File: src/rtl/actmem_gather_if.sv
// Bus bundle between the interleaver/testbench side and the activation-memory
// gather stage.
//   master : drives start, stall, memory_index_package and the write port;
//            observes cycle_index and the output package/status.
//   slave  : the gather stage itself.
// Lane i address occupies memory_index_package[AW*(i+1)-1 : AW*i].
// Lane i activation occupies act_package[BW*(i+1)-1 : BW*i].
interface actmem_gather_if #(
  parameter int P  = 32,
  parameter int Z  = 8,
  parameter int FO = 2,
  parameter int BW = 16
);
  localparam int N  = FO * P / Z;
  localparam int CW = $clog2(N);
  localparam int AW = $clog2(P);

  logic              start;
  logic              stall;
  logic [CW-1:0]     cycle_index;
  logic [AW*Z-1:0]   memory_index_package;
  logic              wr_en;
  logic [AW-1:0]     wr_addr;
  logic [BW-1:0]     wr_data;
  logic [BW*Z-1:0]   act_package;
  logic              act_valid;
  logic              done;
  logic              busy;
  logic              lane_err;

  modport master (
    output start, stall, memory_index_package, wr_en, wr_addr, wr_data,
    input  cycle_index, act_package, act_valid, done, busy, lane_err
  );

  modport slave (
    input  start, stall, memory_index_package, wr_en, wr_addr, wr_data,
    output cycle_index, act_package, act_valid, done, busy, lane_err
  );
endinterface

File: src/rtl/actmem_gather.sv
// Activation-memory gather stage.
// Holds the left-hand activation memory as Z banks of P/Z rows. Neuron a sits
// in bank a mod Z at row a/Z. Each RUN cycle the combinational interleaver
// returns one address per lane for the current cycle_index; every lane reads
// its own bank asynchronously and the Z results are registered as one package.
// Ports:
//   clk    : rising-edge clock
//   reset  : synchronous, active-high
//   bus    : actmem_gather_if.slave (start/stall, cycle_index out,
//            interleaver addresses in, write port, package/status out)
// Assumes Z >= 2 and P > Z so the bank-select and row fields are non-empty.

// One bank plus its lane-local address check.
module actmem_gather_lane #(
  parameter int P    = 32,
  parameter int Z    = 8,
  parameter int BW   = 16,
  parameter int LANE = 0
) (
  input  logic                  clk,
  input  logic                  wr_en_i,
  input  logic [$clog2(P/Z)-1:0] wr_row_i,
  input  logic [BW-1:0]         wr_data_i,
  input  logic [$clog2(P)-1:0]  rd_addr_i,
  output logic [BW-1:0]         rd_data_o,
  output logic                  addr_err_o
);
  localparam int ROWS = P / Z;
  localparam int AW   = $clog2(P);
  localparam int ZB   = $clog2(Z);

  logic [BW-1:0] mem_q [ROWS];

  // Contents survive reset on purpose: activations are reloaded by the host.
  always_ff @(posedge clk) begin
    if (wr_en_i) mem_q[wr_row_i] <= wr_data_i;
  end

  // Asynchronous read; a same-edge write lands after the package captures it,
  // so a colliding read returns the old value.
  assign rd_data_o  = mem_q[rd_addr_i[AW-1:ZB]];
  assign addr_err_o = (rd_addr_i[ZB-1:0] != ZB'(LANE));
endmodule

module actmem_gather #(
  parameter int P  = 32,
  parameter int Z  = 8,
  parameter int FO = 2,
  parameter int BW = 16
) (
  input  logic           clk,
  input  logic           reset,
  actmem_gather_if.slave bus
);
  localparam int N  = FO * P / Z;
  localparam int CW = $clog2(N);
  localparam int AW = $clog2(P);
  localparam int ZB = $clog2(Z);

  localparam logic [1:0] S_IDLE  = 2'd0;
  localparam logic [1:0] S_RUN   = 2'd1;
  localparam logic [1:0] S_DRAIN = 2'd2;

  logic [1:0]           state_q, state_d;
  logic [CW-1:0]        cnt_q, cnt_d;
  logic [Z-1:0][BW-1:0] pkg_q, pkg_d;
  logic                 vld_q, vld_d;
  logic                 err_q, err_d;

  logic [Z-1:0][BW-1:0] rd_data;
  logic [Z-1:0]         lane_bad;

  for (genvar g = 0; g < Z; g++) begin : g_lane
    actmem_gather_lane #(.P(P), .Z(Z), .BW(BW), .LANE(g)) u_lane (
      .clk        (clk),
      .wr_en_i    (bus.wr_en && (bus.wr_addr[ZB-1:0] == ZB'(g))),
      .wr_row_i   (bus.wr_addr[AW-1:ZB]),
      .wr_data_i  (bus.wr_data),
      .rd_addr_i  (bus.memory_index_package[AW*g +: AW]),
      .rd_data_o  (rd_data[g]),
      .addr_err_o (lane_bad[g])
    );
  end

  always_comb begin
    state_d = state_q;
    cnt_d   = cnt_q;
    pkg_d   = pkg_q;
    vld_d   = vld_q;
    err_d   = err_q;
    case (state_q)
      S_IDLE: begin
        cnt_d = '0;
        vld_d = 1'b0;
        if (bus.start) state_d = S_RUN;
      end
      S_RUN: begin
        if (!bus.stall) begin
          pkg_d = rd_data;
          vld_d = 1'b1;
          if (|lane_bad) err_d = 1'b1;
          // Terminal compare stops the counter at N-1; it never wraps.
          if (cnt_q == CW'(N - 1)) state_d = S_DRAIN;
          else                     cnt_d   = cnt_q + 1'b1;
        end
      end
      S_DRAIN: begin
        // The last package is on the outputs during this cycle; leaving
        // returns the counter to 0 so IDLE presents cycle_index 0.
        if (!bus.stall) begin
          state_d = S_IDLE;
          cnt_d   = '0;
          vld_d   = 1'b0;
        end
      end
      default: begin
        state_d = S_IDLE;
        cnt_d   = '0;
        vld_d   = 1'b0;
      end
    endcase
  end

  always_ff @(posedge clk) begin
    if (reset) begin
      state_q <= S_IDLE;
      cnt_q   <= '0;
      pkg_q   <= '0;
      vld_q   <= 1'b0;
      err_q   <= 1'b0;
    end else begin
      state_q <= state_d;
      cnt_q   <= cnt_d;
      pkg_q   <= pkg_d;
      vld_q   <= vld_d;
      err_q   <= err_d;
    end
  end

  assign bus.cycle_index = cnt_q;
  assign bus.act_package = pkg_q;
  assign bus.act_valid   = vld_q;
  // done marks the DRAIN cycle that actually retires; a stall pushes it out.
  assign bus.done        = (state_q == S_DRAIN) && !bus.stall;
  assign bus.busy        = (state_q != S_IDLE);
  assign bus.lane_err    = err_q;
endmodule
File: src/flat_wrapper.sv
// flat-port wrapper written by rule: the top's interface ports become plain ports
module actmem_gather_flat 
#(
  parameter int P  = 32,
  parameter int Z  = 8,
  parameter int FO = 2,
  parameter int BW = 16
)
  (clk, reset, bus_start, bus_stall, bus_memory_index_package, bus_wr_en, bus_wr_addr, bus_wr_data, bus_cycle_index, bus_act_package, bus_act_valid, bus_done, bus_busy, bus_lane_err);
  actmem_gather_if #(.P(P), .Z(Z), .FO(FO), .BW(BW)) bus_i ();
  input  logic clk;
  input  logic reset;
  input wire logic [$bits(bus_i.start)-1:0] bus_start;
  input wire logic [$bits(bus_i.stall)-1:0] bus_stall;
  input wire logic [$bits(bus_i.memory_index_package)-1:0] bus_memory_index_package;
  input wire logic [$bits(bus_i.wr_en)-1:0] bus_wr_en;
  input wire logic [$bits(bus_i.wr_addr)-1:0] bus_wr_addr;
  input wire logic [$bits(bus_i.wr_data)-1:0] bus_wr_data;
  output wire logic [$bits(bus_i.cycle_index)-1:0] bus_cycle_index;
  output wire logic [$bits(bus_i.act_package)-1:0] bus_act_package;
  output wire logic [$bits(bus_i.act_valid)-1:0] bus_act_valid;
  output wire logic [$bits(bus_i.done)-1:0] bus_done;
  output wire logic [$bits(bus_i.busy)-1:0] bus_busy;
  output wire logic [$bits(bus_i.lane_err)-1:0] bus_lane_err;
  assign bus_i.start = bus_start;
  assign bus_i.stall = bus_stall;
  assign bus_i.memory_index_package = bus_memory_index_package;
  assign bus_i.wr_en = bus_wr_en;
  assign bus_i.wr_addr = bus_wr_addr;
  assign bus_i.wr_data = bus_wr_data;
  assign bus_cycle_index = bus_i.cycle_index;
  assign bus_act_package = bus_i.act_package;
  assign bus_act_valid = bus_i.act_valid;
  assign bus_done = bus_i.done;
  assign bus_busy = bus_i.busy;
  assign bus_lane_err = bus_i.lane_err;
  actmem_gather #(.P(P), .Z(Z), .FO(FO), .BW(BW)) u_core (.clk(clk), .reset(reset), .bus(bus_i));
endmodule
File: config.mk
export PLATFORM = sky130hd
export DESIGN_NAME = actmem_gather_flat
export DESIGN_NICKNAME = d
export VERILOG_FILES = /design/src/rtl/actmem_gather_if.sv /design/src/rtl/actmem_gather.sv /design/src/flat_wrapper.sv
export SDC_FILE = /design/constraint.sdc
export NUM_CORES = 1
export LEC_CHECK = 0
export CAP_MARGIN = 20
export CORE_UTILIZATION = 60
export CTS_CLUSTER_SIZE = 40
export DETAILED_ROUTE_END_ITERATION = 6
export GPL_TIMING_DRIVEN = 0
export PLACE_DENSITY = 0.9
export SLEW_MARGIN = 20
export SYNTH_ARGS = -nofsm -noshare
export SYNTH_HDL_FRONTEND = slang
export SYNTH_SLANG_ARGS = --single-unit
File: constraint.sdc
create_clock -name clk -period 2.9 [get_ports clk]
set_input_delay 0.58 -clock clk [delete_from_list [all_inputs] [get_ports clk]]
set_output_delay 0.58 -clock clk [all_outputs]
set_load 0.01 [all_outputs]
=== Yosys cells after proc, flatten, opt, wreduce, memory -nomap -nowiden ===
Memories as Yosys holds them, arrays and structs flattened. A register that Yosys moved wholly into a read port is not among the register bits.
Cells that the tools add are included.

* Add/sub/neg operators: 1
* Equality and inequality tests: 22
* Mux-type cells: 28
* Bitwise operators: 1
* Reduce and logical (&&, ||, !) cells: 20

{| class="wikitable"
|+ Operators with widths
! operator !! number
|-
| 1-bit 2-to-1 mux || 18
|-
| 3-bit == test, second input constant || 5
|-
| 3-bit inequality test, second input constant || 4
|-
| 1-bit logical AND || 9
|-
| 3-bit 2-to-1 mux || 3
|-
| 2-bit 2-to-1 mux || 4
|-
| 2-bit inequality test, second input constant || 4
|-
| 8-bit OR reduction || 1
|-
| 3-bit by 2-bit == test with 1-bit output, second input constant || 2
|-
| 3-bit by 2-bit inequality test with 1-bit output, second input constant || 2
|-
| 2-bit case mux with 3 select lines || 1
|-
| 3-bit case mux with 2 select lines || 1
|-
| 3-bit AND reduction || 2
|-
| 2-bit AND reduction || 2
|-
| 4-bit AND reduction || 1
|-
| 3-bit by 1-bit adder with 3-bit output, second input constant || 1
|-
| 3-bit by 1-bit == test with 1-bit output, second input constant || 1
|-
| 3-bit logical NOT || 1
|-
| 3-bit by 1-bit inequality test with 1-bit output, second input constant || 1
|-
| 3-bit nonzero test || 1
|-
| 2-bit by 1-bit == test with 1-bit output, second input constant || 1
|-
| 2-bit == test, second input constant || 1
|-
| 2-bit logical NOT || 1
|-
| 2-bit by 1-bit inequality test with 1-bit output, second input constant || 1
|-
| 4 further kinds || 4
|}

* Bits in registers: 7
* RAM bits: 512
* Output and inout bits: 135
* Word-level logic and storage cells: 84
* Memories: 8

{| class="wikitable"
|+ Memory list
! name !! words !! width !! read ports !! clocked after Yosys merged registers in !! write ports !! line !! text
|-
| u_core.g_lane[0].u_lane.mem_q || 4 || 16 || 1 || 1 || 1 || actmem_gather.sv:32 || <nowiki>logic [BW-1:0] mem_q [ROWS];</nowiki>
|-
| u_core.g_lane[1].u_lane.mem_q || 4 || 16 || 1 || 1 || 1 || actmem_gather.sv:32 ||
|-
| u_core.g_lane[2].u_lane.mem_q || 4 || 16 || 1 || 1 || 1 || actmem_gather.sv:32 ||
|-
| u_core.g_lane[3].u_lane.mem_q || 4 || 16 || 1 || 1 || 1 || actmem_gather.sv:32 ||
|-
| u_core.g_lane[4].u_lane.mem_q || 4 || 16 || 1 || 1 || 1 || actmem_gather.sv:32 ||
|-
| u_core.g_lane[5].u_lane.mem_q || 4 || 16 || 1 || 1 || 1 || actmem_gather.sv:32 ||
|-
| +2 memories || n/a || n/a || n/a || n/a || n/a || n/a ||
|}

=== Logic depth before layout (Yosys ltp) ===
Gate-level depths: netlist (run 1).

* Depth in word-level cells: 4
* Mapped depth: 6
* Mapped depth without buffers: 6

=== Hierarchy ===
A second synthesis (run 1) with hierarchy kept.

* Cell total of the unflattened synthesis: 1318
* Area, all modules: 23919.2 µm²

{| class="wikitable"
|+ Modules (own cells, without submodules)
! module !! times used !! cells each !! area an instance (µm²) !! seq. area each (µm²)
|-
| actmem_gather_lane at u_core.g_lane[1].u_lane ... || 3 || 89 || 2386.0 || 1921.8
|-
| actmem_gather_lane at u_core.g_lane[3].u_lane ... || 3 || 89 || 2384.8 || 1921.8
|-
| actmem_gather || 1 || 606 || 4840.9 || 2702.6
|-
| actmem_gather_lane at u_core.g_lane[0].u_lane || 1 || 89 || 2383.5 || 1921.8
|-
| actmem_gather_lane at u_core.g_lane[7].u_lane || 1 || 89 || 2382.3 || 1921.8
|}

=== Worst setup path after synthesis (run 1) ===
OpenSTA, ideal clock, no wires.

* Path kind: in2reg
* From: input bus_wr_addr[4]
* To: memory u_core.g_lane[7].u_lane.mem_q[0][0], enable pin
* Library setup time: 388 ps
* Arrival: 1753 ps
* Path slack: 758 ps
* Stages: 3
* Buffers on the path: 1
* Cell sequence: or2_2 clkbuf_1 nor2_1

{| class="wikitable"
|+ RTL lines
! item !! line !! text
|-
| start, declared || flat_wrapper.sv:17 || <nowiki>input wire logic [$bits(bus_i.wr_addr)-1:0] bus_wr_addr;</nowiki>
|-
| end, declared || actmem_gather.sv:32 ||
|}

No word-level cell before the write port.

=== Final worst setup path (run 1) ===
* From: input bus_wr_en
* To: memory u_core.g_lane[6].u_lane.mem_q[0][0], enable pin

* Cells in the longest elaborated chain, start to end: 3

{| class="wikitable"
|+ Ends and longest elaborated chain
! item !! line !! text
|-
| start, declared || flat_wrapper.sv:16 || <nowiki>input wire logic [$bits(bus_i.wr_en)-1:0] bus_wr_en;</nowiki>
|-
| 1-bit logical AND || actmem_gather.sv:76 || <nowiki>.wr_en_i (bus.wr_en && (bus.wr_addr[ZB-1:0] == ZB'(g))),</nowiki>
|-
| 1-bit 2-to-1 mux || actmem_gather.sv:36 || <nowiki>if (wr_en_i) mem_q[wr_row_i] <= wr_data_i;</nowiki>
|-
| 1-bit 2-to-1 mux (not written as such) || actmem_gather.sv:36 ||
|-
| end, declared || actmem_gather.sv:32 ||
|}

Every way passes these cells.

==> results of run 1 <==
## critical path: stages
cell and delay [ps]:
clkdlybuf4s50_1 580, nor2b_1 360, nand3_1 330, nor2_2 800
## state kept, by name (all words and copies together) (netlist names)
signal                      flops
u_core.bus.act_package        128
u_core.bus.act_valid            1
u_core.bus.cycle_index          3
u_core.bus.lane_err             1
u_core.g_lane.u_lane.mem_q    512
u_core.state_q                  2
## area by class of cell
class,count,share of cell area [%]
tap,511,2.29
clock inverter,29,1.18
timing repair buffer,205,7.39
sequential,647,64.7
antenna,2,0.0179
inverter,2,0.0269
clock buffer,83,5.83
multi-input combinational,343,16.6
buffer,65,1.96
## where the power goes
| part | internal (mW) | total (mW) | switching [mW] | leakage, nW |
|---|---|---|---|---|
| clock | 4.54 | 7.88 | 3.34 | 0.961 |
| sequential | 10.2 | 10.3 | 0.0919 | 5.71 |
| combinational | 0.493 | 1.05 | 0.557 | 2.61 |
| total | 15.2 | 19.2 | 3.99 | 9.29 |
## how the worst max path moves through the flow
stage	from	endpoint	slack (ps)	cells after the start
after global placement	bus_wr_addr[4]	u_core.g_lane[7].u_lane.mem_q[0][0]$_DFFE_PP_	-400	4
after CTS	u_core.state_q[1]$_SDFFE_PP0P_	bus_done	520	2
final	bus_wr_en	u_core.g_lane[6].u_lane.mem_q[0][0]$_DFFE_PP_	450	4
after global routing	bus_wr_en	u_core.g_lane[6].u_lane.mem_q[1][12]$_DFFE_PP_	390	4
after floorplan	bus_wr_addr[4]	u_core.g_lane[7].u_lane.mem_q[0][0]$_DFFE_PP_	760	3
after detailed placement	bus_wr_addr[4]	u_core.g_lane[6].u_lane.mem_q[0][7]$_DFFE_PP_	-80	4
## layer usage
layer / wire length [µm] / vias to the layer above / part of all wire, % / GRT usage, %
li1: - / 4942 / - / -
met1: 20100 / 6197 / 37 / 36.8
met2: 27600 / 760 / 51 / 47.0
met3: 4650 / 130 / 8.6 / 4.85
met4: 1900 / 0 / 3.5 / 11.5
met5: 0 / - / 0 / 0
## cell usage in the layout (no fill, tap or decap), drive strengths merged, types with 2 or more instances in the layout
cell type        n
a22o           128
or2              2
o21ai            2
nor3             4
mux4           128
diode            2
dfxtp          135
edfxtp         512
clkdlybuf4s50  166
nand4b           2
nand3b           2
nand2            8
clkbuf          91
nor4             2
nand2b           4
a21oi            3
bufinv           7
nand3            4
nor2            41
nor2b            3
ha               2
buf             96
inv              3
clkinv          21
## synthesized netlist by cell type (5+ instances only)
library cell	n	area share, %
buf_12	5	0.43
buf_2	25	0.54
nor2_1	39	0.63
nand2_1	8	0.13
mux4_1	19	2.2
edfxtp_1	512	66
a22o_1	128	4.8
mux4_2	109	11
dfxtp_1	135	12
clkbuf_1	6	0.097
buf_6	23	1.1
## metrics by stage
stage	power, mW	setup slack (ps)
detailed placement	11.5	-77.7
global placement	11.4	-397
CTS	19.2	524
floorplan	10.9	758
global route	19.6	389
finish	19.2	450
## cell families (layout without fill, tap and decap cells)
kind of cell | count (synthesis) | in the layout | share of synthesized area, %
DFF | 647 | 647 | 78.0
AOI/OAI and AO/OA | 137 | 137 | 5.10
muxes | 128 | 128 | 12.7
and+or+nand+nor | 76 | 76 | 1.64
buffers and inverters | 67 | 384 | 2.39
adders and majority gates | 2 | 2 | 0.108
other | 0 | 2 | 0
==> results.md, run 1 <==
* Outcome: finished clean
* CTS tree: built
* Synth Cell Area at 23200 µm²
* Post-synth EDFFs at 512
* Worst-path maximum fanout at 16
* Final nets at 1391
* CP Data Required Time at 3110 ps
* Main synth FF type: edfxtp_1
* Fmax at 408 MHz
* Global-route wire length before repair at 78300 µm
* Syn-to-layout area delta at 20.5%
* Distinct cell type count after synthesis at 37
* Slew @ Worst Pin at 939 ps
* Vias per Instance at 6.37
* Final setup fails at 0
* Io pins at 201
* CTS Buffer Depth at 3
* Skew-Pair Late Insertion Delay at 600 ps
* Root buf cell: clkbuf_16
* Die height at 199 µm
* Vias post-DR at 12000
* Reg2reg setup slack at 1170 ps
* Area post-placement at 26000 µm²
* Filler cell count in the final layout at 2050
* CP arrival at 2660 ps
* Initial Util at 61.2%
* Setup TNS at 0 ps
* Gr usage total at 28.0%
* Leak at 9.29 nW
* TritonRoute pass-1 iters at 5
* Reg2reg start: u_core.state_q[0]$_SDFFE_PP0P_
* Hold Path Depth at 2
* Final hold slack at 292 ps
* Clock tree sinks at 647
* Multi-input gate area at 4620 µm²
* Number of synthesized register bits at 647
* DRT iter0 DRCs at 1132
* CTS H-tree depth at 2
* Die area at 39400 µm²
* GRT overflow at 0
* Register area at 18100 µm²
* Crit share post-route at 84.5%
* Sequential share of the synthesized area at 78.0%
* Number of max-cap violations at 0
* Tmin final at 2450 ps
* Final Max Slew Viols at 0
* Vias in the first global route at 12400
* Crit Path Category: input pin to flop
* PortBufs at 182
* Post-synthesis cell count at 1057
* Cells on worst reg2reg path at 5
* Synthesized net count at 1125
* Maximum VDD drop at 518 µV
* Die Span X at 199 µm
* Reg clk slew, reported paths at 60 ps
* Worst Skew at 18.3 ps
* Number of buffers created by CTS at 59
* Fin area at 27900 µm²
* WL final at 54300 µm
* RSZ-0062 raised after global routing: no
* Post-CTS Resized at 0
* Pwr Density at 687 nW/µm²
* Gpl congestion at 0.759
* Post-CTS setup buffers at 0
* DRC violations left at 0
* WL/cell at 28.8 µm
* Nature of the critical path startpoint: input pin
* Initial antenna violation count at 3
* Count of final hold-check violations at 0
* Hold endpoint: u_core.bus.cycle_index[2]$_SDFFE_PP0P_
* Finished Layout Cells at 1887
* Share of the core filled with cells at 73.8%
* Min-delay src: reset
* Syn. warnings at 0
* Largest net degree at the start of global routing at 33
* Reg-to-reg endpoint: u_core.bus.act_package[17]$_SDFFE_PP0P_
* Hold_buf cts at 0
* Post-DP HPWL at 31900 µm
* Proportion of layout cells with a drive suffix above 1 at 24.1%
* FP Rows at 71
* Rel. slew slack at 37.3%
* Avg Synthesized Cell Area at 21.9 µm²
* Routed Antenna Nets at 0
* Critical path endpoint category: flop
* Placed Cells at 1773
* Post-synth ARST share at 0%
* Hold/Removal Path Class: input pin to flop
* Core Region at 37800 µm²
Power figures use the tool's default switching activity.
==> run 2: changes to the inputs <==
--- a/config.mk
+++ b/config.mk
@@ -6,11 +6,11 @@
 export NUM_CORES = 1
 export LEC_CHECK = 0
 export CAP_MARGIN = 20
-export CORE_UTILIZATION = 60
+export CORE_UTILIZATION = 52
 export CTS_CLUSTER_SIZE = 40
 export DETAILED_ROUTE_END_ITERATION = 6
 export GPL_TIMING_DRIVEN = 0
-export PLACE_DENSITY = 0.9
+export PLACE_DENSITY = 0.84
 export SLEW_MARGIN = 20
 export SYNTH_ARGS = -nofsm -noshare
 export SYNTH_HDL_FRONTEND = slang
==> constraint.sdc (replaced) <==
create_clock -name clk -period 2 [get_ports clk]
set_input_delay 0.4 -clock clk [delete_from_list [all_inputs] [get_ports clk]]
set_output_delay 0.4 -clock clk [all_outputs]
set_load 0.01 [all_outputs]
==> results.md, run 2 (synthesis results as in run 1) <==
* Outcome: complete, but fails checks
* Failing checks: setup timing
* Worst Skew at 15.8 ps (-2.45 ps)
* Reg2reg setup slack at 350 ps (-820 ps)
* CTS Buffer Depth at 3 (unchanged)
* Root buf cell: clkbuf_16
* CP Cell Sequence: clkdlybuf4s50_1 > nand2b_1 > nor2_2 > buf_8
* GRT overflow at 0 (unchanged)
* Area post-placement at 26000 µm² (+0.11%)
* Die area at 45400 µm² (+15%)
* Maximum VDD drop at 756 µV (+46%)
* Hold Path Depth at 2 (unchanged)
* Finished Layout Cells at 1965 (+4.1%)
* Fin area at 28200 µm² (+1.0%)
* Most frequent cells in the layout: edfxtp_1, clkdlybuf4s50_1, dfxtp_1, a22o_1, mux4_2
* WL/cell at 25.8 µm (-10%)
* DRC violations left at 0 (unchanged)
* Routed Antenna Nets at 0 (unchanged)
* Number of max-cap violations at 0 (unchanged)
* Vias per Instance at 5.85 (-8.2%)
* Reg clk slew, reported paths at 60 ps (about the same)
* Cells on worst reg2reg path at 5 (unchanged)
* Crit path from: bus_wr_addr[3]
* Rel. slew slack at 32.9% (-4.5 points)
* Core Region at 43600 µm² (+15%)
* Placed Cells at 1842 (+3.9%)
* Hold endpoint: u_core.state_q[1]$_SDFFE_PP0P_
* PortBufs at 182 (unchanged)
* Min-delay src: reset
* Clock tree sinks at 647 (unchanged)
* Reg2reg start: u_core.state_q[1]$_SDFFE_PP0P_
* Number of buffers created by CTS at 61 (+3.4%)
* CP arrival at 2370 ps (-290 ps)
* Slowest cell on crit path: nor2_2
* Final Power at 27.7 mW (+44%)
* DRT iter0 DRCs at 900 (-20%)
* Top reg by flops: u_core.g_lane.u_lane.mem_q
* WL final at 50800 µm (-6.5%)
* Critical path endpoint category: flop
* CTS tree: built
* RSZ-0062 raised after global routing: yes
* CP Data Required Time at 2310 ps (-800 ps)
* Share of the core filled with cells at 64.8% (-9.0 points)
* Largest register FFs at 512 (unchanged)
* Initial antenna violation count at 4 (+1)
* Worst-path maximum fanout at 10 (-6)
* Crit Path Category: input pin to flop
* Die Span X at 213 µm (+7.3%)
* Proportion of layout cells with a drive suffix above 1 at 25.4% (+1.3 points)
* Leak at 9.51 nW (+2.3%)
* Reg-to-reg endpoint: u_core.bus.act_package[63]$_SDFFE_PP0P_
* Pwr Density at 983 nW/µm² (+43%)
* Tmin final at 2060 ps
* Hold/Removal Path Class: input pin to flop
* Setup ws final at -58.0 ps (-508 ps)
* Vias in the first global route at 11800 (-4.8%)
* Count of final hold-check violations at 0 (unchanged)
* TritonRoute pass-1 iters at 5 (unchanged)
* CTS H-tree depth at 2 (unchanged)
* Final setup fails at 50 (+50)
* Die height at 213 µm (+7.3%)
* Fmax at 486 MHz
* Slew @ Worst Pin at 1010 ps (+68.0 ps)
* Leading cell type in the layout, fill and taps excluded: edfxtp_1
* FP Rows at 76 (+7.0%)
* Dpl ws at -898 ps (-821 ps)
* Crit share post-route at 103%
* Initial Util at 53.2% (-8.0 points)
* Register area at 18100 µm² (about the same)
* Final nets at 1391 (unchanged)
* Hold_buf cts at 0 (unchanged)
* Global-route wire length before repair at 74000 µm (-5.5%)
* Filler cell count in the final layout at 2862 (+40%)
* Gpl congestion at 0.756 (-0.36%)
* Multi-input gate area at 4720 µm² (+2.2%)
* Skew-Pair Late Insertion Delay at 610 ps (about the same)
* Gr usage total at 22.7% (-5.3 points)
* Largest net degree at the start of global routing at 33 (unchanged)
* Syn-to-layout area delta at 21.7%
* Nature of the critical path startpoint: input pin
* Vias post-DR at 11500 (-4.4%)
* Final Max Slew Viols at 0 (unchanged)
* CP peak stage delay at 610 ps (-190 ps)
* Post-DP HPWL at 31200 µm (-2.4%)
* Io pins at 201 (unchanged)
## run 2: cell types whose count changed in the layout (fill, tap and decap cells not counted), moves of 3 or more
| cell | before | now |
|---|---|---|
| clkinv_2 | 11 | 16 |
| dfxtp_2 | 0 | 6 |
| clkinv_1 | 8 | 1 |
| buf_6 | 29 | 25 |
| dlygate4sd2_1 | 0 | 6 |
| dlymetal6s2s_1 | 0 | 9 |
| dfxtp_1 | 135 | 129 |
| clkbuf_8 | 4 | 7 |
| clkbuf_1 | 25 | 21 |
| nor2_2 | 33 | 13 |
| clkdlybuf4s50_1 | 166 | 151 |
| buf_12 | 5 | 10 |
| diode_2 | 2 | 5 |
| nor2_4 | 1 | 21 |
## run 2: per-stage QoR
stage	hold slack, ps	setup TNS (ps)
6_report	106	-1500
2_1_floorplan	450	0
3_3_place_gp	463	-604450
4_1_cts	68.6	-14270
5_1_grt	99.4	-4130
3_5_place_dp	464	-298870
## run 2: final cells by class
type,count,share of cell area [%]
diodes,5,0.0444
plain buffers,63,1.92
clock buffers,86,5.99
clock inverters,29,1.04
inverters,2,0.0266
multi-input cells,343,16.7
flip-flops and latches,647,64.1
well taps,585,2.60
repair buffers,205,7.52
## run 2: what timing repair did
| action | 4_1_cts | 5_1_grt |
|---|---|---|
| pin swaps | 0 | 8 |
| resized for setup | 23 | 19 |
| endpoints found under the setup margin | 240 | 165 |
| setup buffers | 0 | 5 |
## run 2: critical path: cells and delay by family
kind                   cells  cell delay [ps]
buffers and inverters      2              790
AND/OR/NAND/NOR            2             1170
## run 2: worst max-delay path by stage
stage	endpoint	slack (ps)
after floorplan	u_core.g_lane[7].u_lane.mem_q[0][0]$_DFFE_PP_	40
after global placement	u_core.g_lane[2].u_lane.mem_q[0][11]$_DFFE_PP_	-1270
after detailed placement	u_core.g_lane[1].u_lane.mem_q[0][3]$_DFFE_PP_	-900
after CTS	u_core.g_lane[3].u_lane.mem_q[0][8]$_DFFE_PP_	-240
after global routing	u_core.g_lane[4].u_lane.mem_q[3][3]$_DFFE_PP_	-100
final	u_core.g_lane[7].u_lane.mem_q[1][10]$_DFFE_PP_	-60
## run 2: layer usage
metal | vias to the layer above | part of all wire, % | track usage [%]
met3 | 77 | 7.9 | 4.59
met5 | - | 0 | 0
met4 | 0 | 2.7 | 8.34
li1 | 4949 | - | -
met1 | 5967 | 39 | 30.2
met2 | 501 | 50 | 37.4
## run 2: power by group
group          internal (mW)  switching [mW]  total, mW
sequential              14.8           0.118       14.9
clock                   6.54            4.80       11.3
combinational          0.713           0.801       1.51
